### src/rtl/mem_arb_pkg.sv
// Shared types and defaults for the instruction/data memory arbiter.
// No logic; no latency.
// No flow control of its own.
package mem_arb_pkg;

  typedef enum logic [1:0] {
    IDLE  = 2'd0,
    ISSUE = 2'd1,
    WAIT  = 2'd2,
    DONE  = 2'd3
  } state_t;

  localparam logic OWNER_I = 1'b0;
  localparam logic OWNER_D = 1'b1;

  localparam int LAT_DEFAULT        = 4;
  localparam int STREAK_MAX_DEFAULT = 2;

endpackage

### src/rtl/mem_arb_prio.sv
// Grant selection between fetch and data requests with a starvation guard for fetch.
// Purely combinational, zero latency.
// Data wins unless it has already taken STREAK_MAX grants in a row while fetch waits.
module mem_arb_prio
  import mem_arb_pkg::*;
#(
  parameter int STREAK_MAX = STREAK_MAX_DEFAULT
) (
  input  logic       i_d_req,
  input  logic       i_i_req,
  input  logic [1:0] i_d_streak,
  output logic       o_gnt_vld,
  output logic       o_gnt_d
);

  localparam logic [1:0] STREAK_LIM = 2'(STREAK_MAX);

  // Data has priority until its streak limit is reached with a fetch pending
  always_comb begin
    o_gnt_vld = 1'b0;
    o_gnt_d   = 1'b0;
    if (i_d_req && (!i_i_req || (i_d_streak < STREAK_LIM))) begin
      o_gnt_vld = 1'b1;
      o_gnt_d   = 1'b1;
    end else if (i_i_req) begin
      o_gnt_vld = 1'b1;
    end
  end

endmodule

### src/rtl/mem_arbiter.sv
// Shares one fixed-latency single-ported memory between the fetch and memory stages.
// Request seen in IDLE at T: m_en at T+1, done pulse at T+2+LAT; LAT+3 cycles per access.
// Requesters hold req until done; stall = req & ~done gates their pipeline registers.
module mem_arbiter
  import mem_arb_pkg::*;
#(
  parameter int LAT        = LAT_DEFAULT,
  parameter int STREAK_MAX = STREAK_MAX_DEFAULT
) (
  input  logic        clk,
  input  logic        rst,
  input  logic        i_req,
  input  logic [15:0] i_addr,
  output logic [15:0] i_rdata,
  output logic        i_done,
  output logic        i_stall,
  input  logic        d_req,
  input  logic        d_wr,
  input  logic [15:0] d_addr,
  input  logic [15:0] d_wdata,
  output logic [15:0] d_rdata,
  output logic        d_done,
  output logic        d_stall,
  output logic        m_en,
  output logic        m_wr,
  output logic [15:0] m_addr,
  output logic [15:0] m_wdata,
  input  logic [15:0] m_rdata,
  output logic        err
);

  localparam int              CW         = $clog2(LAT + 1);
  localparam logic [CW-1:0]   CNT_LOAD   = CW'(LAT - 1);
  localparam logic [1:0]      STREAK_LIM = 2'(STREAK_MAX);

  state_t        r_state;
  logic          r_owner;
  logic [15:0]   r_addr;
  logic          r_wr;
  logic [CW-1:0] r_cnt;
  logic [1:0]    r_d_streak;
  logic [15:0]   r_i_rdata;
  logic [15:0]   r_d_rdata;
  logic          r_i_done;
  logic          r_d_done;
  logic          r_err;
  logic          r_m_en;
  logic          r_m_wr;
  logic [15:0]   r_m_addr;
  logic [15:0]   r_m_wdata;

  logic          w_gnt_vld;
  logic          w_gnt_d;
  logic          w_gnt_wr;
  logic [15:0]   w_gnt_addr;
  logic          w_own_req;
  logic [15:0]   w_own_addr;
  logic          w_busy;
  logic          w_proto_err;

  mem_arb_prio #(
    .STREAK_MAX (STREAK_MAX)
  ) u_prio (
    .i_d_req    (d_req),
    .i_i_req    (i_req),
    .i_d_streak (r_d_streak),
    .o_gnt_vld  (w_gnt_vld),
    .o_gnt_d    (w_gnt_d)
  );

  // Fetch can never write, so the write flag only follows d_wr on a data grant
  assign w_gnt_wr   = w_gnt_d & d_wr;
  assign w_gnt_addr = w_gnt_d ? d_addr : i_addr;

  // Owner must keep its request and address stable while the access is in flight
  assign w_own_req   = (r_owner == OWNER_D) ? d_req  : i_req;
  assign w_own_addr  = (r_owner == OWNER_D) ? d_addr : i_addr;
  assign w_busy      = (r_state == ISSUE) || (r_state == WAIT);
  assign w_proto_err = w_busy && (!w_own_req || (w_own_addr != r_addr));

  // Arbitration FSM with latched access, latency counter and registered memory/done outputs
  always_ff @(posedge clk) begin
    if (!rst) begin
      r_state    <= IDLE;
      r_owner    <= OWNER_I;
      r_addr     <= '0;
      r_wr       <= 1'b0;
      r_cnt      <= '0;
      r_d_streak <= '0;
      r_i_rdata  <= '0;
      r_d_rdata  <= '0;
      r_i_done   <= 1'b0;
      r_d_done   <= 1'b0;
      r_err      <= 1'b0;
      r_m_en     <= 1'b0;
      r_m_wr     <= 1'b0;
      r_m_addr   <= '0;
      r_m_wdata  <= '0;
    end else begin
      r_i_done  <= 1'b0;
      r_d_done  <= 1'b0;
      r_m_en    <= 1'b0;
      r_m_wr    <= 1'b0;
      r_m_addr  <= '0;
      r_m_wdata <= '0;
      if (w_proto_err) begin
        r_err <= 1'b1;
      end
      case (r_state)
        IDLE: begin
          if (w_gnt_vld) begin
            r_state   <= ISSUE;
            r_owner   <= w_gnt_d ? OWNER_D : OWNER_I;
            r_addr    <= w_gnt_addr;
            r_wr      <= w_gnt_wr;
            r_m_en    <= 1'b1;
            r_m_wr    <= w_gnt_wr;
            r_m_addr  <= w_gnt_addr;
            r_m_wdata <= w_gnt_d ? d_wdata : 16'h0000;
            // Streak only grows while fetch is actually being held off
            if (w_gnt_d && i_req) begin
              if (r_d_streak < STREAK_LIM) begin
                r_d_streak <= r_d_streak + 2'd1;
              end
            end else begin
              r_d_streak <= '0;
            end
          end
        end
        ISSUE: begin
          r_cnt   <= CNT_LOAD;
          r_state <= WAIT;
        end
        WAIT: begin
          if (r_cnt == '0) begin
            if (!r_wr) begin
              if (r_owner == OWNER_D) begin
                r_d_rdata <= m_rdata;
              end else begin
                r_i_rdata <= m_rdata;
              end
            end
            if (r_owner == OWNER_D) begin
              r_d_done <= 1'b1;
            end else begin
              r_i_done <= 1'b1;
            end
            r_state <= DONE;
          end else begin
            r_cnt <= r_cnt - 1'b1;
          end
        end
        DONE: begin
          r_state <= IDLE;
        end
        default: begin
          r_state <= IDLE;
        end
      endcase
    end
  end

  assign i_rdata = r_i_rdata;
  assign i_done  = r_i_done;
  assign d_rdata = r_d_rdata;
  assign d_done  = r_d_done;
  assign m_en    = r_m_en;
  assign m_wr    = r_m_wr;
  assign m_addr  = r_m_addr;
  assign m_wdata = r_m_wdata;
  assign err     = r_err;

  assign i_stall = i_req & ~r_i_done;
  assign d_stall = d_req & ~r_d_done;

endmodule

### config.mk
export PLATFORM = sky130hd
export DESIGN_NAME = mem_arbiter
export DESIGN_NICKNAME = d
export VERILOG_FILES = /design/src/rtl/mem_arb_pkg.sv /design/src/rtl/mem_arb_prio.sv /design/src/rtl/mem_arbiter.sv
export SDC_FILE = /design/constraint.sdc
export NUM_CORES = 1
export LEC_CHECK = 0
export BUFFER_PORTS_ARGS = -buffer_cell sky130_fd_sc_hd__clkbuf_2
export CAP_MARGIN = 5
export CORE_MARGIN = 3
export CORE_UTILIZATION = 45
export CTS_CLUSTER_DIAMETER = 60
export CTS_CLUSTER_SIZE = 8
export DETAILED_ROUTE_END_ITERATION = 7
export PLACE_DENSITY = 0.71
export SYNTH_ARGS = -nofsm -noshare
export SYNTH_HDL_FRONTEND = slang
export SYNTH_SLANG_ARGS = --single-unit
### constraint.sdc
create_clock -name clk -period 2.5 [get_ports clk]
set_input_delay 0.125 -clock clk [delete_from_list [all_inputs] [get_ports clk]]
set_output_delay 0.125 -clock clk [all_outputs]
set_load 0.03 [all_outputs]
* Word level (Yosys, flattened, before mapping)
Cells that the tools add are included.
** Word-level totals
- Bits in registers :: 94
- Input bits :: 69
- Output and inout port bits :: 71
- Logic and storage cells :: 71
** Cells by class
- Add/subtract/negate cells :: 2
- $lt $le $gt $ge :: 1
- Equality and inequality tests :: 8
- Muxes and demuxes :: 17
- Bitwise logic cells :: 7
- Reduce and logical (&&, ||, !) cells :: 21
** Operators with widths (count)
- $mux W16 :: 2
- $ne A16 B16 Y1 :: 1
- $reduce_and A4 Y1 :: 3
- $reduce_and A3 Y1 :: 3
- $mux W1 :: 8
- $mux W2 :: 4
- $pmux W2 S4 :: 1
- $reduce_and A2 Y1 :: 4
- $ne A2 B1 Y1 const B :: 3
- $pmux W3 S2 :: 1
- $eq A2 B2 Y1 const B :: 2
- $not A1 Y1 :: 4
- $and A1 B1 Y1 :: 3
- $logic_and A1 B1 Y1 :: 3
- $logic_not A3 Y1 :: 1
- $logic_or A1 B1 Y1 :: 3
- $mux W3 :: 1
- $sub A3 B1 Y3 const B :: 1
- $add A2 B1 Y2 const B :: 1
- $eq A2 B1 Y1 const B :: 1
- $logic_not A1 Y1 :: 2
- $logic_not A2 Y1 :: 1
- $lt A2 B2 Y1 const B :: 1
- $ne A2 B2 Y1 const B :: 1
- $reduce_bool A2 Y1 :: 1

* Longest topological paths before layout
Gate-level depths: netlist (run 1).
- Word-level depth :: 7
- Mapped depth :: 10
- Gate-level depth less buffers :: 7

* Modules after synthesis
Synthesis (run 1) repeated with hierarchy kept, for this count alone.
** Second synthesis, totals
- Cell total of the unflattened synthesis :: 373
- Area, all modules :: 3563.4 sq um
** Modules (own cells, without submodules)
- mem_arbiter :: instances 1, cells an instance 371, area each 3549.7 sq um
- mem_arb_prio :: instances 1, cells an instance 2, area each 13.8 sq um

* Worst setup path after synthesis (run 1)
Ideal clock, no wire load.
- Kind :: register -> register
- From :: reg r_cnt[0]
- To :: reg r_d_rdata[10] (netlist: d_rdata[10])
- Arrival time :: 1.672 ns
- Slack :: 0.685 ns
- Cell stages (with the launch flop) :: 11
- Buffers on the path :: 3
- Clock period less this slack :: 1.815 ns
- Path through :: dfxtp_1 > inv_1 > ha_1 > nand2b_4 > or2_1 > buf_6 > or3_1 > buf_6 > buf_6 > nand2_2 > a21oi_2
** Between the ends
- Cells in the longest elaborated chain, start to end :: 2
** Ends and longest elaborated chain
- start: declaration :: line mem_arbiter.sv:40 : logic [CW-1:0] r_cnt;
- start signal: assignment :: line mem_arbiter.sv:150 : r_cnt <= r_cnt - 1'b1;
- $logic_not A3 Y1 :: line mem_arbiter.sv:135 : if (r_cnt == '0) begin
- $reduce_and A4 Y1 (no line)
- end signal: assignment :: line mem_arbiter.sv:138 : r_d_rdata <= m_rdata;
- end: declaration :: line mem_arbiter.sv:43 : logic [15:0] r_d_rdata;
No other way between the ends.
A chain may end at the register's enable or synchronous reset.

* Worst setup path in the final report (run 1)
- From :: reg r_owner
- To :: reg r_err (netlist: err)
** Between the ends
- Cells in the longest elaborated chain, start to end :: 4
- Elaborated cells between the ends (all ways) :: 6
- Those cells by class :: eq/ne (1); mux (2); reduce/logical (3)
** Ends and longest elaborated chain
- start: declaration :: line mem_arbiter.sv:37 : logic r_owner;
- start signal: assignment :: line mem_arbiter.sv:113 : r_owner <= w_gnt_d ? OWNER_D : OWNER_I;
- $mux W16 or $mux W1 (tied branches) :: line mem_arbiter.sv:77, mem_arbiter.sv:76
- $ne A16 B16 Y1 or $logic_not A1 Y1 (tied branches) :: line mem_arbiter.sv:79 : assign w_proto_err = w_busy && (!w_own_req || (w_own_addr != r_addr));
- $logic_or A1 B1 Y1 * :: line mem_arbiter.sv:79
- $logic_and A1 B1 Y1 * :: line mem_arbiter.sv:79
- end signal: assignment :: line mem_arbiter.sv:94 : r_err <= 1'b0;
- end signal: assignment :: line mem_arbiter.sv:107 : r_err <= 1'b1;
- end: declaration :: line mem_arbiter.sv:46 : logic r_err;
Mark *: on every way between the ends. The rest lies on a longest branch, timed or not.

==> impl_metrics.csv, run 1 <==
group,metric,value,unit
sta,finalSetupViolations,0,
drt,drc_errors,0,
layout,final_common_cell,"clkbuf_2",
placed_design,dpl.hpwl,6450,um
cts,htree_levels,3,
sta,tns,0,ns
global_routing,grt_pass1_vias,3090,
layout,post-route-util,62.6,%
layout,area.growth.synth_to_final,33.4,%
worst_setup_path,arrival,2.40,ns
outcome,outcome,"completed",
die,die_w,96.5,um
pwr,p_leak,2.26,nW
worst_setup_path,crit_chain,"buf_4, mux2i_1, xor2_1, nand4_1, a2111oi_2, a21oi_1",
worst_setup_path,r2r-end,"err",
sta,layout_min_cycle_time,2.18,ns
yosys,postSynthAreaPerCell,10.1,um2
die,die_area,9310,um2
yosys,netlist_area,3690,um2
yosys,yosys_register_bits,94,
worst_setup_path,reg2reg_slack,0.32,ns
cts,clock-root-buffer,"clkbuf_8",
cts,clk_path_buf_depth,2,
yosys,synth_top_area_share,51.1,%
sta,hold_slack,0.0147,ns
worst_setup_path,crit_slowest_cell,"dfxtp_1",
min_path,min_path_type,"primary input to flip-flop",
yosys,synth_top_area_cell,"dfxtp_1",
worst_setup_path,critPathKind,"flip-flop to flip-flop",
cts,cts.clk_slew.worst_paths,0.09,ns
sta,tightest_slew,0.765,ns
drt,num_vias,3153,
worst_setup_path,rr_startpoint,"r_owner",
drt,postRouteAntennaNets,0,
yosys,yosys.area_share.simple,17.1,%
worst_setup_path,crit_buf_inv,1,
yosys,synth_top_family_by_area,"compound AO/OA/AOI/OAI gates",
worst_setup_path,path_max_fanout,13,
yosys,synthXorXnorAreaFrac,3.56,%
min_path,holdCritStartpoint,"m_rdata[13]",
sta,fin_skew,0.0159,ns
cts,clock_sinks,94,
yosys,synth_compound_area_share,17.5,%
die,row_count,32,
die,initial_core_util,47.0,%
min_path,whs_path_depth,3,
layout,antenna_cells,0,
worst_setup_path,crit_path_start_kind,"flip-flop",
drt,wl,8920,um
drt,vias_per_cell,4.97,
worst_setup_path,slowest_delay,0.78,ns
worst_setup_path,worstSetupEndpointType,"flip-flop",
die,fp.dieH,96.5,um
worst_setup_path,required,2.72,ns
layout,mostFrequentLayoutCells,"clkbuf_2, dfxtp_1, nand2_1",
cts,cts_setup_buffers,0,
worst_setup_path,crit_family,"flip-flops",
global_routing,antenna_found_initial,0,
cts,insertion_delay,0.35,ns
pwr,p_per_area,891,nW/um2
worst_setup_path,reg2reg_depth,6,
placed_design,port_buffers,139,
pwr,vdd_drop_max,0.469,mV
yosys,synthMuxAreaShare,4.34,%
sta,finalCritPeriodShare,87.1,%
cts,numCtsBuffers,9,
drt,initialDrtViolationCount,108,
drt,dr.pass1.iters,4,
placed_design,finalWeightedCongestion,0.807,
die,io_pins,140,
yosys,synth.distinct_cells,36,
flow_run,drv_cap,0,
pwr,power,0.00438,W
min_path,min_to,"d_rdata[13]",
sta,rsz0062_at_grt,"no",
layout,drive_above_1_share,41.1,%
yosys,yosysWarnings,0,
global_routing,track_usage,19.3,%
layout,final_nets,602,
global_routing,grt_pass1_wl,14000,um
sta,max_slew_margin,49.0,%
sta,fmax,459,MHz
yosys,synth_nets,439,
global_routing,grt-ovfl-total,0,
global_routing,grt_max_degree,25,
placed_design,dpl_worst_slack,0.340,ns
drt,wire_per_inst,14.0,um
sta,setup_ws,0.322,ns
cts,cts_tree,"built",
yosys,netlist_instances,366,
yosys,synth_area_leaders,"dfxtp_1, nand2_1, a21oi_2, mux2i_1, a21o_1",
sta,hold_violations,0,
yosys,ys_seq_area_share,51.1,%
yosys,synth_fa_ha_area_share,1.36,%
die,core-area,7850,um2
sta,maxSlewViolCount,0,
==> cells in the mapped netlist <==
cell	number
nand2_2	20
ha_1	4
o221a_2	12
clkbuf_1	6
buf_2	8
a211oi_1	2
nand2b_1	1
o21ai_1	1
xor2_1	4
buf_6	8
nor3_4	2
a22oi_1	2
nand4_1	1
and3_1	2
nor2_1	8
o21ai_0	3
a21o_1	18
nor3_1	3
nor2b_1	2
inv_2	2
a21oi_1	23
a21oi_2	20
mux2i_1	16
or2_1	2
o221a_1	1
or3_1	2
and2_1	18
nor4_1	3
a2111oi_2	1
xnor2_1	11
nand2_1	52
nand3_1	5
nand2b_4	1
dfxtp_1	94
a2111oi_0	1
inv_1	7
==> flip-flops by register name, indices dropped and copies added (netlist names), 2 cells and up <==
| register | flops |
|---|---|
| r_d_streak | 2 |
| m_addr | 16 |
| r_addr | 16 |
| m_wdata | 16 |
| i_rdata | 16 |
| r_cnt | 3 |
| d_rdata | 16 |
| r_state | 2 |
==> layout make-up <==
class	count	area (um2)
well taps	102	128
fillers	668	2930
multi-input cells	241	1620
repair buffers	174	1040
clock inverters	5	71.3
inverters	9	33.8
clock buffers	10	138
flip-flops and latches	94	1880
==> metal layers <==
metal | up-vias | global-route usage [%] | wire length, um
met2 | 112 | 32.5 | 4320
li1 | 1559 | - | -
met3 | 14 | 5.42 | 692
met5 | - | 0 | 0
met4 | 0 | 8.29 | 159
met1 | 1468 | 22.8 | 3750
==> how the worst max path moves through the flow <==
stage	startpoint	slack [ns]	depth (start not counted)	end
floorplan	r_cnt[0]	0.68	10	d_rdata[10]
global placement	r_owner	0.41	6	err
detailed placement	r_owner	0.34	6	err
CTS	r_owner	0.33	6	err
global route	r_owner	0.16	6	err
finish	r_owner	0.32	6	err
==> per-stage QoR <==
stage	cell area, um2	instances
2_1_floorplan	3690	366
3_3_place_gp	4420	591
3_5_place_dp	4420	591
4_1_cts	4920	635
5_1_grt	4920	635
6_report	4920	635
==> worst min-delay path, delay by kind of cell <==
kind	cells	cell delay (ns)
compound gates	1	0.05
simple gates	1	0.07
buf+inv	1	0.09
==> power by group <==
part           switching, W  internal, W
Combinational      0.000890     0.000564
Sequential         0.000162      0.00174
Clock              0.000527     0.000496
==> repair_timing <==
item / CTS / global route
hold buffers: 29 / 0
endpoints found under the hold margin: 39 / 0
gates resized for setup: 0 / 0
==> cells by family (layout without fill, tap and decap cells) <==
logic type | Yosys count | count (layout)
flip-flops | 94 | 94
AO/OA/AOI/OAI | 84 | 84
adder cells (fa/ha/maj) | 4 | 4
buffers and inverters | 31 | 198
multiplexers | 16 | 16
XOR/XNOR | 15 | 15
AND/OR/NAND/NOR | 122 | 122
(Power assumes the default switching activity.)
==> run 2: changes to the inputs <==
RECOVER_POWER = 25   (was not set)
==> run 2 against run 1 <==
Effect of this change: die area did not move; global-route usage stayed put; register-to-register slack is essentially flat; sequential power about the same; clock power about the same; clock-buffer cell count is the same; critical path depth did not move; routed wire length is 0.22% lower; critical path type unchanged; largest cell class unchanged.
==> impl_metrics.csv, run 2 (synthesis results as in run 1) <==
group,metric,value,unit
outcome,outcome,"completed",
global_routing,grt-ovfl-total,0,
layout,n_fill_cell,691,
min_path,min_path_type,"primary input to flip-flop",
layout,final_common_cell,"clkbuf_2",
drt,initialDrtViolationCount,122,
global_routing,grt_pass1_vias,3090,
cts,clock-root-buffer,"clkbuf_8",
worst_setup_path,reg2reg_slack,0.33,ns
cts,cts.clk_slew.worst_paths,0.09,ns
global_routing,grt_pass1_wl,14000,um
die,row_count,32,
die,fp.dieH,96.5,um
min_path,whs_path_depth,3,
drt,vias_per_cell,4.97,
global_routing,met3_usage,5.42,%
layout,area.growth.synth_to_final,32.0,%
sta,finalSetupViolations,0,
pwr,vdd_drop_max,0.465,mV
drt,wire_per_inst,14.0,um
global_routing,grt.met1_usage,22.8,%
layout,multi_input_area,1620,um2
worst_setup_path,path_max_fanout,13,
global_routing,met2_usage,32.5,%
sta,tns,0,ns
sta,maxSlewViolCount,0,
layout,drive_above_1_share,33.4,%
sta,hold_violations,0,
pwr,swShare,36.2,%
cts,insertion_delay,0.35,ns
worst_setup_path,worstSetupEndpointType,"flip-flop",
worst_setup_path,rr_startpoint,"r_owner",
pwr,switchingPower,0.00157,W
cts,cts_setup_buffers,0,
die,io_pins,140,
drt,drc_errors,0,
placed_design,port_buffers,139,
placed_design,finalWeightedCongestion,0.807,
pwr,clkPwrFrac,23.5,%
pwr,p_per_area,895,nW/um2
sta,fmax,461,MHz
layout,antenna_cells,0,
layout,mostFrequentLayoutCells,"clkbuf_2, dfxtp_1, nand2_1",
global_routing,track_usage,19.3,%
drt,postRouteAntennaNets,0,
sta,layout_min_cycle_time,2.17,ns
cts,numCtsBuffers,9,
pwr,comb_power_share,32.8,%
global_routing,top_usage_layer,"met2",
placed_design,dpl.hpwl,6450,um
sta,finalCritPeriodShare,86.9,%
worst_setup_path,crit_path_start_kind,"flip-flop",
drt,wl,8900,um
layout,finish.instance_area,4860,um2
min_path,min_to,"d_rdata[13]",
sta,max_slew_margin,49.8,%
sta,tightest_slew,0.753,ns
die,core-area,7850,um2
cts,clk_path_buf_depth,2,
global_routing,grt_max_degree,25,
min_path,holdCritStartpoint,"m_rdata[13]",
worst_setup_path,reg2reg_depth,6,
worst_setup_path,critPathKind,"flip-flop to flip-flop",
die,die_area,9310,um2
pwr,p_leak,2.12,nW
drt,num_vias,3154,
pwr,intPower,0.00278,W
drt,dr.pass1.iters,4,
die,die_w,96.5,um
cts,clock_sinks,94,
global_routing,antenna_found_initial,0,
die,initial_core_util,47.0,%
worst_setup_path,arrival,2.39,ns
placed_design,placed_area,4420,um2
cts,post_cts_resized,0,
sta,fin_skew,0.0157,ns
worst_setup_path,required,2.72,ns
layout,seqCellArea,1880,um2
sta,rsz0062_at_grt,"no",
pwr,pwr-share-seq,43.7,%
worst_setup_path,r2r-end,"err",
cts,htree_levels,3,
cts,cts_tree,"built",
flow_run,drv_cap,0,
layout,post-route-util,62.0,%
layout,final_nets,602,
-- run 2: power by group through the flow --
| stage | sequential [W] | combinational, W | clock [W] |
|---|---|---|---|
| floorplan | 0.00215 | 0.000867 | 0 |
| global placement | 0.00193 | 0.00139 | 0 |
| detailed placement | 0.00194 | 0.00142 | 0 |
| CTS | 0.00190 | 0.00146 | 0.00106 |
| global route | 0.00193 | 0.00157 | 0.00110 |
| finish | 0.00190 | 0.00143 | 0.00102 |
-- run 2: per-layer routing --
metal  vias to the layer above  share of wire [%]
met5                         -                  0
met4                         0                1.8
met3                        14                7.8
met2                       112                 49
met1                      1468                 42
li1                       1560                  -
-- run 2: worst max-delay path: stages (launching register included) --
cell,delay (ns)
dfxtp_1,0.77
buf_4,0.26
mux2i_1,0.22
xor2_1,0.19
nand4_1,0.12
a2111oi_2,0.37
a21oi_1,0.12
-- run 2: layout make-up --
type,count,area share (%)
well taps,102,2.62
flip-flops and latches,94,38.7
repair buffers,174,20.4
clock buffers,10,2.83
clock inverters,5,1.47
inverters,9,0.694
multi-input cells,241,33.3
-- run 2: timing repair --
action,in CTS,in global routing
endpoints found under the hold margin,39,0
hold buffers,29,0
endpoints found under the setup margin,0,0
-- run 2: stage by stage --
step / hold WS, ns / setup slack [ns] / cells / power [W]
detailed placement: 0.330 / 0.340 / 591 / 0.00336
floorplan: 0.247 / 0.685 / 366 / 0.00301
global placement: 0.325 / 0.411 / 591 / 0.00332
finish: 0.0157 / 0.328 / 635 / 0.00435
CTS: 0.000872 / 0.334 / 635 / 0.00443
global route: 0.0238 / 0.163 / 635 / 0.00461
-- run 2: how the worst max path moves through the flow --
stage / depth (start not counted) / startpoint / end / slack (ns)
3_3_place_gp: 6 / r_owner / err / 0.41
5_1_grt: 6 / r_owner / err / 0.16
4_1_cts: 6 / r_owner / err / 0.33
3_5_place_dp: 6 / r_owner / err / 0.34
6_report: 6 / r_owner / err / 0.33
2_1_floorplan: 10 / r_cnt[0] / d_rdata[10] / 0.68
